--- src/rtl/wavelet_quantizer_if.sv ---
// Quantized-coefficient stream between wavelet_quantizer and the entropy coder.
// The master drives data/valid/last and the slave drives ready.
// A beat transfers on a cycle where q_valid && q_ready.
interface wavelet_quantizer_if;
    logic [7:0] q_data;
    logic       q_valid;
    logic       q_ready;
    logic       q_last;

    modport master (
        output q_data,
        output q_valid,
        output q_last,
        input  q_ready
    );

    modport slave (
        input  q_data,
        input  q_valid,
        input  q_last,
        output q_ready
    );
endinterface

--- src/rtl/wavelet_quantizer.sv ---
// wavelet_quantizer: reads the 4096 coefficients of a 64x64 wavelet tile in raster order,
// quantizes each one with a per-subband right shift (truncation toward zero), saturates the
// result to +/-127 and streams it out through a 4-entry FIFO.
// Optional build macro QUANT_DEADZONE_EN: in the HL, LH and HH subbands a quantized
// magnitude of 1 is forced to 0. LL is never affected.
module wavelet_quantizer #(
    parameter int unsigned SHIFT_LL = 0,
    parameter int unsigned SHIFT_HL = 2,
    parameter int unsigned SHIFT_LH = 2,
    parameter int unsigned SHIFT_HH = 3
) (
    input  logic                       clk,
    input  logic                       rst_n,
    input  logic                       start_i,
    input  logic [15:0]                ram_qout_i,
    output logic [11:0]                ram_address_o,
    wavelet_quantizer_if.master        q_o,
    output logic                       busy_o,
    output logic                       done_o
);

    typedef enum logic [1:0] {StIdle, StRun, StDrain, StDone} state_e;

    localparam logic [11:0] LastAddr  = 12'hFFF;
    localparam int unsigned FifoDepth = 4;

    state_e      state_q;
    logic [11:0] addr_q;
    logic [11:0] raddr_q;     // address of the word currently arriving on ram_qout_i
    logic        inflight_q;  // a read was issued last cycle, its data arrives now
    logic        busy_q;
    logic        done_q;

    logic [8:0]  fifo_q [FifoDepth];  // {last, data}
    logic [1:0]  wr_ptr_q;
    logic [1:0]  rd_ptr_q;
    logic [2:0]  cnt_q;
    logic [2:0]  cnt_d;

    logic        issue;
    logic        push;
    logic        pop;

    logic [1:0]  sb;
    logic [4:0]  sh_amt;
    logic        coef_neg;
    logic [16:0] mag;
    logic [16:0] shifted;
    logic [6:0]  mag_sat;
    logic [7:0]  mag_ext;
    logic [7:0]  q_val;
    logic        last_in;

    // Read credit: FIFO occupancy plus the read in flight never exceeds the FIFO depth,
    // so every returned word is guaranteed a slot.
    always_comb begin
        issue = 1'b0;
        if (state_q == StRun) begin
            issue = ({1'b0, cnt_q} + {3'b000, inflight_q}) < 4'(FifoDepth);
        end
    end

    assign push = inflight_q;
    assign pop  = (cnt_q != 3'd0) && q_o.q_ready;

    // FIFO occupancy next state; push and pop together leave the count unchanged.
    always_comb begin
        cnt_d = cnt_q;
        unique case ({push, pop})
            2'b10:   cnt_d = cnt_q + 3'd1;
            2'b01:   cnt_d = cnt_q - 3'd1;
            default: cnt_d = cnt_q;
        endcase
    end

    // Quantize the returning coefficient using the subband of its pipelined address.
    always_comb begin
        sb       = {raddr_q[11], raddr_q[5]};
        sh_amt   = 5'(SHIFT_LL);
        unique case (sb)
            2'b00:   sh_amt = 5'(SHIFT_LL);
            2'b01:   sh_amt = 5'(SHIFT_HL);
            2'b10:   sh_amt = 5'(SHIFT_LH);
            default: sh_amt = 5'(SHIFT_HH);
        endcase
        coef_neg = ram_qout_i[15];
        // 17-bit magnitude so that -32768 maps to +32768 without overflow.
        if (coef_neg) begin
            mag = 17'd0 - {1'b1, ram_qout_i};
        end else begin
            mag = {1'b0, ram_qout_i};
        end
        shifted = mag >> sh_amt;
        if (shifted > 17'd127) begin
            mag_sat = 7'd127;
        end else begin
            mag_sat = shifted[6:0];
        end
`ifdef QUANT_DEADZONE_EN
        if ((sb != 2'b00) && (mag_sat == 7'd1)) begin
            mag_sat = 7'd0;
        end
`else
`endif
        mag_ext  = {1'b0, mag_sat};
        if (coef_neg) begin
            q_val = 8'd0 - mag_ext;
        end else begin
            q_val = mag_ext;
        end
        last_in = (raddr_q == LastAddr);
    end

    // Control FSM with read address generation and registered busy/done.
    always_ff @(posedge clk or negedge rst_n) begin
        if (!rst_n) begin
            state_q    <= StIdle;
            addr_q     <= 12'd0;
            raddr_q    <= 12'd0;
            inflight_q <= 1'b0;
            busy_q     <= 1'b0;
            done_q     <= 1'b0;
        end else begin
            inflight_q <= issue;
            if (issue) begin
                raddr_q <= addr_q;
            end
            unique case (state_q)
                StIdle: begin
                    if (start_i) begin
                        state_q <= StRun;
                        addr_q  <= 12'd0;
                        busy_q  <= 1'b1;
                    end
                end
                StRun: begin
                    if (issue) begin
                        if (addr_q == LastAddr) begin
                            state_q <= StDrain;
                        end else begin
                            addr_q <= addr_q + 12'd1;
                        end
                    end
                end
                StDrain: begin
                    // No reads are issued here, so an empty next-count means the last beat
                    // has just been accepted and nothing is left in flight.
                    if (cnt_d == 3'd0) begin
                        state_q <= StDone;
                        busy_q  <= 1'b0;
                        done_q  <= 1'b1;
                    end
                end
                default: begin
                    state_q <= StIdle;
                    done_q  <= 1'b0;
                end
            endcase
        end
    end

    // Output FIFO storage and pointers; storage is cleared so q_data resets to zero.
    always_ff @(posedge clk or negedge rst_n) begin
        if (!rst_n) begin
            for (int i = 0; i < FifoDepth; i++) begin
                fifo_q[i] <= 9'd0;
            end
            wr_ptr_q <= 2'd0;
            rd_ptr_q <= 2'd0;
            cnt_q    <= 3'd0;
        end else begin
            if (push) begin
                fifo_q[wr_ptr_q] <= {last_in, q_val};
                wr_ptr_q         <= wr_ptr_q + 2'd1;
            end
            if (pop) begin
                rd_ptr_q <= rd_ptr_q + 2'd1;
            end
            cnt_q <= cnt_d;
        end
    end

    assign ram_address_o = addr_q;
    assign q_o.q_data    = fifo_q[rd_ptr_q][7:0];
    assign q_o.q_last    = fifo_q[rd_ptr_q][8];
    assign q_o.q_valid   = (cnt_q != 3'd0);
    assign busy_o        = busy_q;
    assign done_o        = done_q;

    // The credit rule must keep the FIFO from overflowing.
    a_no_overflow : assert property (@(posedge clk) disable iff (!rst_n)
        !(push && !pop && (cnt_q == 3'(FifoDepth))));

    // The completion pulse only happens once the stream is fully drained.
    a_done_idle_stream : assert property (@(posedge clk) disable iff (!rst_n)
        !(done_q && (cnt_q != 3'd0)));

endmodule

--- src/flat_wrapper.sv ---
// flat-port wrapper written by rule: the top's interface ports become plain ports
module wavelet_quantizer_flat 
#(
    parameter int unsigned SHIFT_LL = 0,
    parameter int unsigned SHIFT_HL = 2,
    parameter int unsigned SHIFT_LH = 2,
    parameter int unsigned SHIFT_HH = 3
)
  (clk, rst_n, start_i, ram_qout_i, ram_address_o, busy_o, done_o, q_o_q_data, q_o_q_valid, q_o_q_last, q_o_q_ready);
  wavelet_quantizer_if q_o_i ();
  input  logic clk;
  input  logic rst_n;
  input  logic start_i;
  input  logic [15:0] ram_qout_i;
  output logic [11:0] ram_address_o;
  output logic busy_o;
  output logic done_o;
  output wire logic [$bits(q_o_i.q_data)-1:0] q_o_q_data;
  output wire logic [$bits(q_o_i.q_valid)-1:0] q_o_q_valid;
  output wire logic [$bits(q_o_i.q_last)-1:0] q_o_q_last;
  input wire logic [$bits(q_o_i.q_ready)-1:0] q_o_q_ready;
  assign q_o_q_data = q_o_i.q_data;
  assign q_o_q_valid = q_o_i.q_valid;
  assign q_o_q_last = q_o_i.q_last;
  assign q_o_i.q_ready = q_o_q_ready;
  wavelet_quantizer #(.SHIFT_LL(SHIFT_LL), .SHIFT_HL(SHIFT_HL), .SHIFT_LH(SHIFT_LH), .SHIFT_HH(SHIFT_HH)) u_core (.clk(clk), .rst_n(rst_n), .start_i(start_i), .ram_qout_i(ram_qout_i), .ram_address_o(ram_address_o), .q_o(q_o_i), .busy_o(busy_o), .done_o(done_o));
endmodule
--- config.mk ---
export PLATFORM = sky130hd
export DESIGN_NAME = wavelet_quantizer_flat
export DESIGN_NICKNAME = d
export VERILOG_FILES = /design/src/rtl/wavelet_quantizer_if.sv /design/src/rtl/wavelet_quantizer.sv /design/src/flat_wrapper.sv
export SDC_FILE = /design/constraint.sdc
export NUM_CORES = 1
export LEC_CHECK = 0
export BUFFER_PORTS_ARGS = -buffer_cell sky130_fd_sc_hd__clkbuf_2
export CORE_MARGIN = 2
export CORE_UTILIZATION = 45
export CTS_BUF_LIST = sky130_fd_sc_hd__clkbuf_2
export DETAILED_ROUTE_END_ITERATION = 12
export PLACE_DENSITY = 0.66
export SLEW_MARGIN = 20
export SYNTH_ARGS = -nofsm -noshare
export SYNTH_HDL_FRONTEND = slang
export SYNTH_SLANG_ARGS = --single-unit
--- constraint.sdc ---
create_clock -name clk -period 2.7 [get_ports clk]
set_input_delay 0.54 -clock clk [delete_from_list [all_inputs] [get_ports clk]]
set_output_delay 0.54 -clock clk [all_outputs]
set_load 0.03 [all_outputs]
[Yosys cells after proc, flatten, opt, wreduce, memory -nomap -nowiden]
Index checks and enable logic that the tools add are counted.
W data, S select, Z words.
Storage, ports and cells
  logic and storage cells: 83
  register bits: 72
  output and inout port bits: 24
  bits of input ports: 20
Cells by class
  order comparisons: 5
  shift operators: 1
  eq/ne operators: 13
  muxes and demuxes: 26
  bitwise gates (word level): 3
  reductions and logical operators: 14
  add/sub/neg operators: 8
Operators by type and width (count)
  $bwmux W36: 1
  $mux W12: 3
  $mux W9: 3
  $eq A12 B12 Y1 const B: 2
  $pmux W12 S2: 1
  $bmux W9 S2: 1
  $demux W9 S2: 1
  $gt A17 B7 Y1 const B: 1
  $mux W17: 1
  $shr A17 B2 Y17: 1
  $sub A1 B17 Y17 const A: 1
  $add A12 B1 Y12 const B: 1
  $mux W2: 4
  $mux W8: 1
  $reduce_and A4 Y1: 2
  $sub A1 B7 Y8 const A: 1
  $mux W7: 1
  $eq A2 B1 Y1 const B: 3
  $eq A2 B2 Y1 const B: 3
  $ge A3 B3 Y1 const B: 2
  $ne A2 B2 Y1 const B: 3
  $not A2 Y3: 2
  $pmux W2 S3: 1
  $pmux W3 S2: 1
  other kinds (19): 29

[Logic depth before layout (Yosys ltp)]
Gate-level depths: netlist of run 1.
  depth after elaboration: 9
  mapped depth: 15
  depth with buffers taken out: 14

[Worst setup path before layout of run 1]
OpenSTA, ideal clock, no wires.
  path kind: input port to flip-flop
  start: input ram_qout_i[0]
  end: register u_core.fifo_q[15] in the netlist's numbering
  path buffers: 1
  required time: 2571 ps
  arrival time: 3219 ps
  slack: -648 ps
  cell stages on the path: 15
  library setup time: 129 ps
  cells stage by stage: inv_1 > ha_1 > nor4b_2 > nand3_1 > mux2_2 > a32oi_1 > a221o_1 > buf_4 > nor2_2 > and2_1 > ha_1 > nand3_1 > o311a_1 > nor2_1 > o21ai_0
On the way
  word-level cells in the longest chain between the ends: 8
Ends and longest elaborated chain
  start, declared: line flat_wrapper.sv:14  | input logic [15:0] ram_qout_i;
  $sub A1 B17 Y17: line wavelet_quantizer.sv:89  | mag = 17'd0 - {1'b1, ram_qout_i};
  $mux W17 *: line wavelet_quantizer.sv:88  | if (coef_neg) begin
  $shr A17 B2 Y17 *: line wavelet_quantizer.sv:93  | shifted = mag >> sh_amt;
  $gt A17 B7 Y1: line wavelet_quantizer.sv:94  | if (shifted > 17'd127) begin
  $mux W7 *: line wavelet_quantizer.sv:94
  $sub A1 B7 Y8: line wavelet_quantizer.sv:107  | q_val = 8'd0 - mag_ext;
  $mux W8 *: line wavelet_quantizer.sv:106  | if (coef_neg) begin
  $bwmux W36 *: line wavelet_quantizer.sv:173  | fifo_q[wr_ptr_q] <= {last_in, q_val};
  end signal, assigned by index: line wavelet_quantizer.sv:173
  end, declared: line wavelet_quantizer.sv:34  | logic [8:0] fifo_q [FifoDepth];
Every way passes the cells marked *; elsewhere a longest branch is shown, timed or not.
A chain may end at the register's enable or synchronous reset.

[Final worst setup path of run 1]
  start: input ram_qout_i[1]
  end: register u_core.fifo_q[4] in the netlist's numbering
The elaborated chain is that of the path after synthesis.

==> out/metrics.cfg, run 1 <==
[run_status]
run_status = completed

[synth]
biggest_area_contributors_in_the_synthesized_netlist = dfrtp_1 (42%), mux2_2 (5.5%), nand2_1 (5.0%)
synth_enable_flop_cells = 0
synthesis.yosys.warnings = 0
primary_flip_flop_cell_chosen_by_synthesis_mapping = dfrtp_1
synth.avg_cell_area_um2 = 9.924
postSynthRegisterBits = 72
synth_most_common_cell = dfrtp_1
number_of_instances_in_the_synthesized_netlist = 436
synth_async_sr_flop_share = 1.000
yosysSeqAreaShare = 0.4164
synth_top_cells_by_count = dfrtp_1 (72), nand2_1 (58), o21ai_0 (25), mux2_2 (21), nor2_1 (20)
synthDominantAreaCellType = dfrtp_1
netlist-cell-type-count = 69
synthesis.area_um2 = 4327
synth_top_cell_area_share = 0.4164
synthesis.nets = 468

[hold_path]
holdCritPathClass = primary input to asynchronous set/reset pin

[worst_setup_path]
worstRegToRegCells = 12
critPathMaxStageDelay_ns = 0.41
cp_data_required_time_ns = 3.11
start_kind = primary input
critical_path.endpoint_type = flip-flop
r2r_setup_slack_ns = 0.04
timing.setup.critical_path_class = primary input to flip-flop
critPathMaxFanout = 4
crit_chain = clkbuf_2 > inv_2 > ha_4 > or3b_1 > a2111o_1 > a32o_2 > nor3_2 > ha_4 > nand3_4 > a211oi_2 > o22ai_2 > o21ai_0
path_common_cell = ha_4
r2r_start = u_core.cnt_q[0]
critPathSlowestCell = a2111o_1
critical-path-top-delay-family = compound AO/OA/AOI/OAI gates
worst-endpoint-arrival_ns = 3.10
r2r_end = u_core.state_q[1]
critical_path_buf_inv_count = 2

[global_route]
grt_use_total = 0.2073
overflow = 0
antenna_found_initial = 0
grt_max_degree = 73
grt_pass1_wl_um = 17140
grt_pass1_vias = 3719

[sta]
timing.final.hold_violations = 0
timing_worst_slew_pin_value_ns = 0.7378
period_minus_slack_ns = 2.683
grt_setup_unrepaired = yes
timing.max_slew.rel_slack = 0.5036
setup_viol = 0
max_clock_freq_mhz = 372.7
fin_crit_sh = 0.9937
slew_viol_final = 0
final.setup.tns_ns = 0
clock_skew_ns = 0.02394

[power]
leakage_power_of_the_design_uw = 0.002502
power.switching_fraction = 0.4319
internal_power_uw = 2848
power.combinational.fraction = 0.530
p_sw_uw = 2165
irDropWorstVdd_mv = 0.5951
share_clk_of_total_power = 0.116
power_per_cell_area_nw_per_um2 = 917.6
p_seq_frac = 0.354

[detailed_routing]
detail-route-antenna-nets = 0
routed_via_density = 5.508
drcViolationCount = 0
drtIter0Drc = 193
routedWlPerCell_um = 14.91
routed_wirelength_um = 10000
detailroute.via_count = 3696
drt_pass1_iterations = 5

[layout]
antenna_cells = 0
finalNetCount = 569
postLayoutCoreUtil = 0.5884
post_route_cells_drive_above_1_share = 0.3635
syn2layout_area_growth_pct = 26.26

[floorplan]
die-height_um = 102.1
chipWidth_um = 102.1
rows = 35
dieArea_um2 = 10420
coreArea_um2 = 9284
initial_core_utilization = 0.4660
io_pins = 44

[place]
numPortBuffers = 43
hpwlAfterDp_um = 7509
finalWeightedCongestion = 0.8709

[cts]
clock_tree.htree_level_count = 3
cts_root_buffer = clkbuf_2
cts_buffers = 9
ctsHoldBuffers = 0
clk-insertion-delay-late_ns = 0.49
cts_sinks = 72
cts_tree = built
ctsLongestPathBuffers = 2
worst_setup_hold_path_clk_slew_ns = 0.18

[job]
cap_viol_max_count = 0

## repair_timing
action / CTS / global route
setup buffers: 1 / 5
resized for setup: 4 / 18
pin swaps: 5 / 7
endpoints found under the setup margin: 4 / 21
## metrics by stage
step / instance area [um^2] / worst slack, ns / hold slack, ns / std cells / total power [uW]
after floorplan: 4458 / -0.4142 / 0.2444 / 436 / 3570
after global placement: 5201 / -0.5934 / 0.4541 / 649 / 4239
after detailed placement: 5201 / -0.5907 / 0.4649 / 649 / 4351
after CTS: 5344 / -0.02674 / 0.01189 / 666 / 4998
after global routing: 5463 / -0.08067 / 0.003064 / 671 / 5439
final: 5463 / 0.01689 / 0.03820 / 671 / 5013
## worst max-delay path by stage
stage | startpoint | end | cells after the start
after floorplan | ram_qout_i[2] | u_core.fifo_q[15] | 14
after global placement | ram_qout_i[3] | u_core.fifo_q[23] | 11
after detailed placement | ram_qout_i[1] | u_core.fifo_q[5] | 12
after CTS | u_core.cnt_q[0] | u_core.state_q[1] | 12
after global routing | u_core.cnt_q[0] | u_core.state_q[1] | 12
final | ram_qout_i[1] | u_core.fifo_q[4] | 12
## sequential cells by signal, indices dropped and copies added, names as in the netlist
register,cells
u_core.state_q,2
u_core.wr_ptr_q,2
u_core.inflight_q,1
u_core.raddr_q,12
u_core.rd_ptr_q,2
u_core.fifo_q,36
u_core.cnt_q,3
u_core.ram_address_o,12
u_core.busy_o,1
u_core.done_o,1
## layer usage
metal	global-route usage	wire length, um	part of all wire	vias to the layer above
met5	0	0	0	-
met4	0.03897	65	0.0065	0
met3	0.04993	431	0.043	7
li1	-	-	-	1811
met1	0.2715	4524	0.45	1803
met2	0.3548	4980	0.50	75
## final cells by class
cell class | count | area (um^2)
Timing Repair Buffer | 109 | 723.2
Clock inverter | 6 | 58.81
Inverter | 18 | 71.32
Clock buffer | 10 | 50.05
Sequential cell | 72 | 1802
Fill cell | 832 | 3821
Tap cell | 129 | 161.4
Multi-Input combinational cell | 327 | 2596
## kinds of logic (layout without fill, tap and decap cells)
logic type | Yosys count | in the layout | synth area share
multiplexers | 37 | 37 | 0.1177
flip-flops | 72 | 72 | 0.4164
AO/OA/AOI/OAI | 103 | 103 | 0.1634
buffers and inverters | 37 | 143 | 0.03499
adder cells (fa/ha/maj) | 12 | 12 | 0.03644
XOR/XNOR | 19 | 19 | 0.03846
AND/OR/NAND/NOR | 156 | 156 | 0.1926
## power by group through the flow
stage	Combinational, uW	Sequential (uW)	Clock (uW)
3_3_place_gp	2470	1770	0
6_report	2660	1770	583
3_5_place_dp	2550	1800	0
4_1_cts	2610	1780	612
2_1_floorplan	1780	1790	0
5_1_grt	2950	1830	652
## placed cells by master, fill, tap and decap left out, types with 3 or more instances in the layout
cell	netlist	final
mux2i_1	7	7
nor3_1	9	8
a31oi_1	5	5
xnor2_1	6	4
a21oi_1	16	14
clkbuf_2	0	52
inv_1	16	13
xor2_1	13	13
buf_4	1	65
clkinv_1	2	3
mux4_2	9	9
o31a_1	6	6
o31ai_1	5	5
inv_2	0	3
and3_1	3	3
nor2_1	20	18
o211ai_1	6	6
o21bai_1	3	3
dfrtp_1	72	72
ha_1	11	8
o21ai_0	25	18
mux2_2	21	19
a2111o_1	4	4
nand2_1	58	57
o21ai_1	9	15
nand4_1	11	11
nand3_1	16	14
ha_4	0	3
nor2b_1	10	10
or3_1	7	5
No activity file was read; power rests on OpenSTA's default activity.
==> run 2: changes to the inputs <==
Settings changed: ABC_AREA from default to 1, REMOVE_ABC_BUFFERS from default to 1.
==> run 2 against run 1 <==
Against the previous run: non-clock buffer count shrank 39; power fell by 11%; die area fell by 1.3%; worst hold slack better by 0.28 ns; sequential share of layout area is 3.7 points higher; first-iteration DRC count shrank 22%; synthesized cell count up 33%; sequential power about the same; global-route usage fell by 0.61 points; critical endpoint is now q_o_q_data[1]; largest power group unchanged; highest routed layer unchanged.
==> out/metrics.cfg, run 2 <==
[sta]
timing.final.hold_violations = 0  ; unchanged
final.setup.tns_ns = 0  ; unchanged
period_minus_slack_ns = 2.530  ; was 2.683 ns
max_clock_freq_mhz = 395.2  ; was 372.7 MHz
grt_setup_unrepaired = no  ; was yes
fin_crit_sh = 0.9372  ; was 0.9937
timing.max_slew.rel_slack = 0.6032  ; was 0.5036
clock_skew_ns = 0.01936  ; was 0.02394 ns
timing_worst_slew_pin_value_ns = 0.5953  ; was 0.7378 ns
setup_viol = 0  ; unchanged
slew_viol_final = 0  ; unchanged

[synth]
primary_flip_flop_cell_chosen_by_synthesis_mapping = dfrtp_1  ; unchanged
synthesis.area_um2 = 4267  ; was 4327 um^2
synthDominantAreaCellType = dfrtp_1  ; unchanged
synth_enable_flop_cells = 0  ; unchanged
postSynthRegisterBits = 72  ; unchanged
netlist-cell-type-count = 40  ; was 69
synth_async_sr_flop_share = 1.000  ; unchanged
biggest_area_contributors_in_the_synthesized_netlist = dfrtp_1 (42%), nand2_1 (14%), o21ai_0 (7.0%)  ; was dfrtp_1 (42%), mux2_2 (5.5%), nand2_1 (5.0%)
yosysSeqAreaShare = 0.4223  ; was 0.4164
synth.avg_cell_area_um2 = 7.382  ; was 9.924 um^2
synthesis.yosys.warnings = 0  ; unchanged
synth_most_common_cell = nand2_1  ; was dfrtp_1
synth_top_cell_area_share = 0.4223  ; was 0.4164
number_of_instances_in_the_synthesized_netlist = 578  ; was 436
synth_top_cells_by_count = nand2_1 (164), dfrtp_1 (72), inv_1 (60), o21ai_0 (60), nor2_1 (52)  ; was dfrtp_1 (72), nand2_1 (58), o21ai_0 (25), mux2_2 (21), nor2_1 (20)

[floorplan]
initial_core_utilization = 0.4617  ; was 0.4660
rows = 35  ; unchanged
die-height_um = 101.4  ; was 102.1 um
chipWidth_um = 101.4  ; was 102.1 um
io_pins = 44  ; unchanged
dieArea_um2 = 10280  ; was 10,420 um^2
coreArea_um2 = 9240  ; was 9284 um^2

[layout]
most_common_cell_after_layout_fill_and_taps_aside = nand2_1  ; was dfrtp_1
flip_flop_count_of_the_largest_register_after_layout = 36  ; unchanged
post_route_cells_drive_above_1_share = 0.1975  ; was 0.3635
antenna_cells = 0  ; unchanged
finish.cell_count_without_fillers = 777  ; was 671
final_design_area_no_fill_um2 = 4908  ; was 5463 um^2
max_flop_register = u_core.fifo_q  ; unchanged
syn2layout_area_growth_pct = 15.04  ; was 26.26%
mostFrequentLayoutCells = nand2_1 (164), dfrtp_1 (72), inv_1 (60)  ; was dfrtp_1 (72), buf_4 (65), nand2_1 (57)
n_fill_cell = 905  ; was 832
multi_input_comb_area_um2 = 2146  ; was 2596 um^2
finalNetCount = 675  ; was 569
sequential_cell_area_um2 = 1802  ; unchanged

[worst_setup_path]
timing.setup.critical_path_class = flip-flop to output port  ; was primary input to flip-flop
r2r_setup_slack_ns = 0.24  ; was 0.04 ns
worst_setup_path_endpoint = q_o_q_data[1]  ; was u_core.fifo_q[4]
crit_path_start = u_core.rd_ptr_q[0]  ; was ram_qout_i[1]
critPathMaxFanout = 12  ; was 4
critPathSlowestCell = dfrtp_1  ; was a2111o_1
crit_chain = buf_4 > o21ai_0 > o22ai_1 > clkbuf_2  ; was clkbuf_2 > inv_2 > ha_4 > or3b_1 > a2111o_1 > a32o_2 > nor3_2 > ha_4 > nand3_4 > a211oi_2 > o22ai_2 > o21ai_0
cp_data_required_time_ns = 2.16  ; was 3.11 ns
r2r_start = u_core.cnt_q[0]  ; unchanged
critPathMaxStageDelay_ns = 0.65  ; was 0.41 ns
r2r_end = u_core.busy_o  ; was u_core.state_q[1]
worstRegToRegCells = 14  ; was 12
start_kind = flip-flop  ; was primary input
critical_path.endpoint_type = output port  ; was flip-flop
worst-endpoint-arrival_ns = 1.99  ; was 3.10 ns

[detailed_routing]
drt_pass1_iterations = 4  ; was 5
routed_via_density = 5.012  ; was 5.508
drtIter0Drc = 151  ; was 193
detail-route-antenna-nets = 0  ; unchanged
detailroute.via_count = 3894  ; was 3,696
routedWlPerCell_um = 12.32  ; was 14.91 um
routed_wirelength_um = 9576  ; was 10,000 um
drcViolationCount = 0  ; unchanged

[power]
irDropWorstVdd_mv = 0.6096  ; was 0.5951 mV
leakage_power_of_the_design_uw = 0.002482  ; was 0.002502 uW
power_per_cell_area_nw_per_um2 = 911.7  ; was 917.6 nW/um^2
power.total_uw = 4475  ; was 5013 uW

[global_route]
grt_pass1_wl_um = 16550  ; was 17,140 um
grt_pass1_vias = 3701  ; was 3,719
grt_use_total = 0.2013  ; was 0.2073
grt_max_degree = 48  ; was 73
overflow = 0  ; unchanged
antenna_found_initial = 0  ; unchanged

[cts]
cts_sinks = 72  ; unchanged
cts_buffers = 9  ; unchanged
clock_tree.htree_level_count = 3  ; unchanged
clk-insertion-delay-late_ns = 0.50  ; was 0.49 ns
cts_tree = built  ; unchanged
cts_root_buffer = clkbuf_2  ; unchanged
ctsLongestPathBuffers = 2  ; unchanged
worst_setup_hold_path_clk_slew_ns = 0.20  ; was 0.18 ns

[place]
hpwlAfterDp_um = 7096  ; was 7509 um
numPortBuffers = 43  ; unchanged
postPlaceCellArea_um2 = 4760  ; was 5201 um^2
finalWeightedCongestion = 0.8633  ; was 0.8709
place_inst = 759  ; was 649

[job]
cap_viol_max_count = 0  ; unchanged

[run_status]
run_status = completed  ; unchanged

[hold_path]
holdCritPathClass = primary input to flip-flop  ; was primary input to asynchronous set/reset pin
hp-start = start_i

==> run 2: per-stage QoR <==
| step | hold slack (ns) | utilization | worst slack [ns] |
|---|---|---|---|
| 5_1_grt | 0.2690 | 0.5312 | 0.02735 |
| 4_1_cts | 0.2929 | 0.5288 | 0.04652 |
| 2_1_floorplan | 0.2444 | - | -0.1598 |
| 6_report | 0.3161 | 0.5312 | 0.1696 |
| 3_5_place_dp | 0.4607 | 0.5151 | -0.1416 |
| 3_3_place_gp | 0.4609 | 0.5151 | -0.05421 |
==> run 2: repair_timing <==
item                       in CTS  in global routing
hold endpoints to repair       10                  0
hold buffers                    1                  0
setup endpoints to repair       0                  3
buffers inserted                0                  1
gates resized for setup         0                  7
==> run 2: worst max-delay path, delay by kind of cell (launching register included) <==
kind	cells	cell delay, ns
AO/OA/AOI/OAI	2	0.34
buffers and inverters	2	0.50
flip-flops	1	0.65
==> run 2: routing by layer <==
layer,global-route usage,up-vias,wire [um]
li1,-,1989,-
met1,0.2514,1821,4407
met3,0.04555,14,332
met2,0.3540,70,4722
met5,0,-,0
met4,0.04886,0,113
==> run 2: final cells by class <==
cell class | instances | share of cell area
well taps | 129 | 0.03288
multi-input cells | 424 | 0.4372
inverters | 66 | 0.05098
repair buffers | 70 | 0.08820
clock buffers | 9 | 0.009177
flip-flops and latches | 72 | 0.3671
clock inverters | 7 | 0.01453
==> run 2: worst min path at each step <==
stage	slack [ns]	cells past startpoint	to
3_3_place_gp	0.46	2	u_core.fifo_q[16]
6_report	0.32	4	u_core.busy_o
3_5_place_dp	0.46	2	u_core.fifo_q[16]
5_1_grt	0.27	4	u_core.busy_o
2_1_floorplan	0.24	0	u_core.busy_o
4_1_cts	0.29	4	u_core.busy_o
==> run 2: cell families after synthesis <==
logic type	Yosys count	share of synthesized area
AND/OR/NAND/NOR	309	0.3246
AO/OA/AOI/OAI	95	0.1214
buffers and inverters	82	0.07830
flip-flops	72	0.4223
adder cells (fa/ha/maj)	12	0.03695
XOR/XNOR	8	0.01642
==> run 2: power breakdown <==
| group | internal [uW] | total, uW | switching [uW] |
|---|---|---|---|
| Combinational | 735 | 2130 | 1390 |
| Sequential | 1480 | 1740 | 260 |
| Clock | 213 | 606 | 393 |
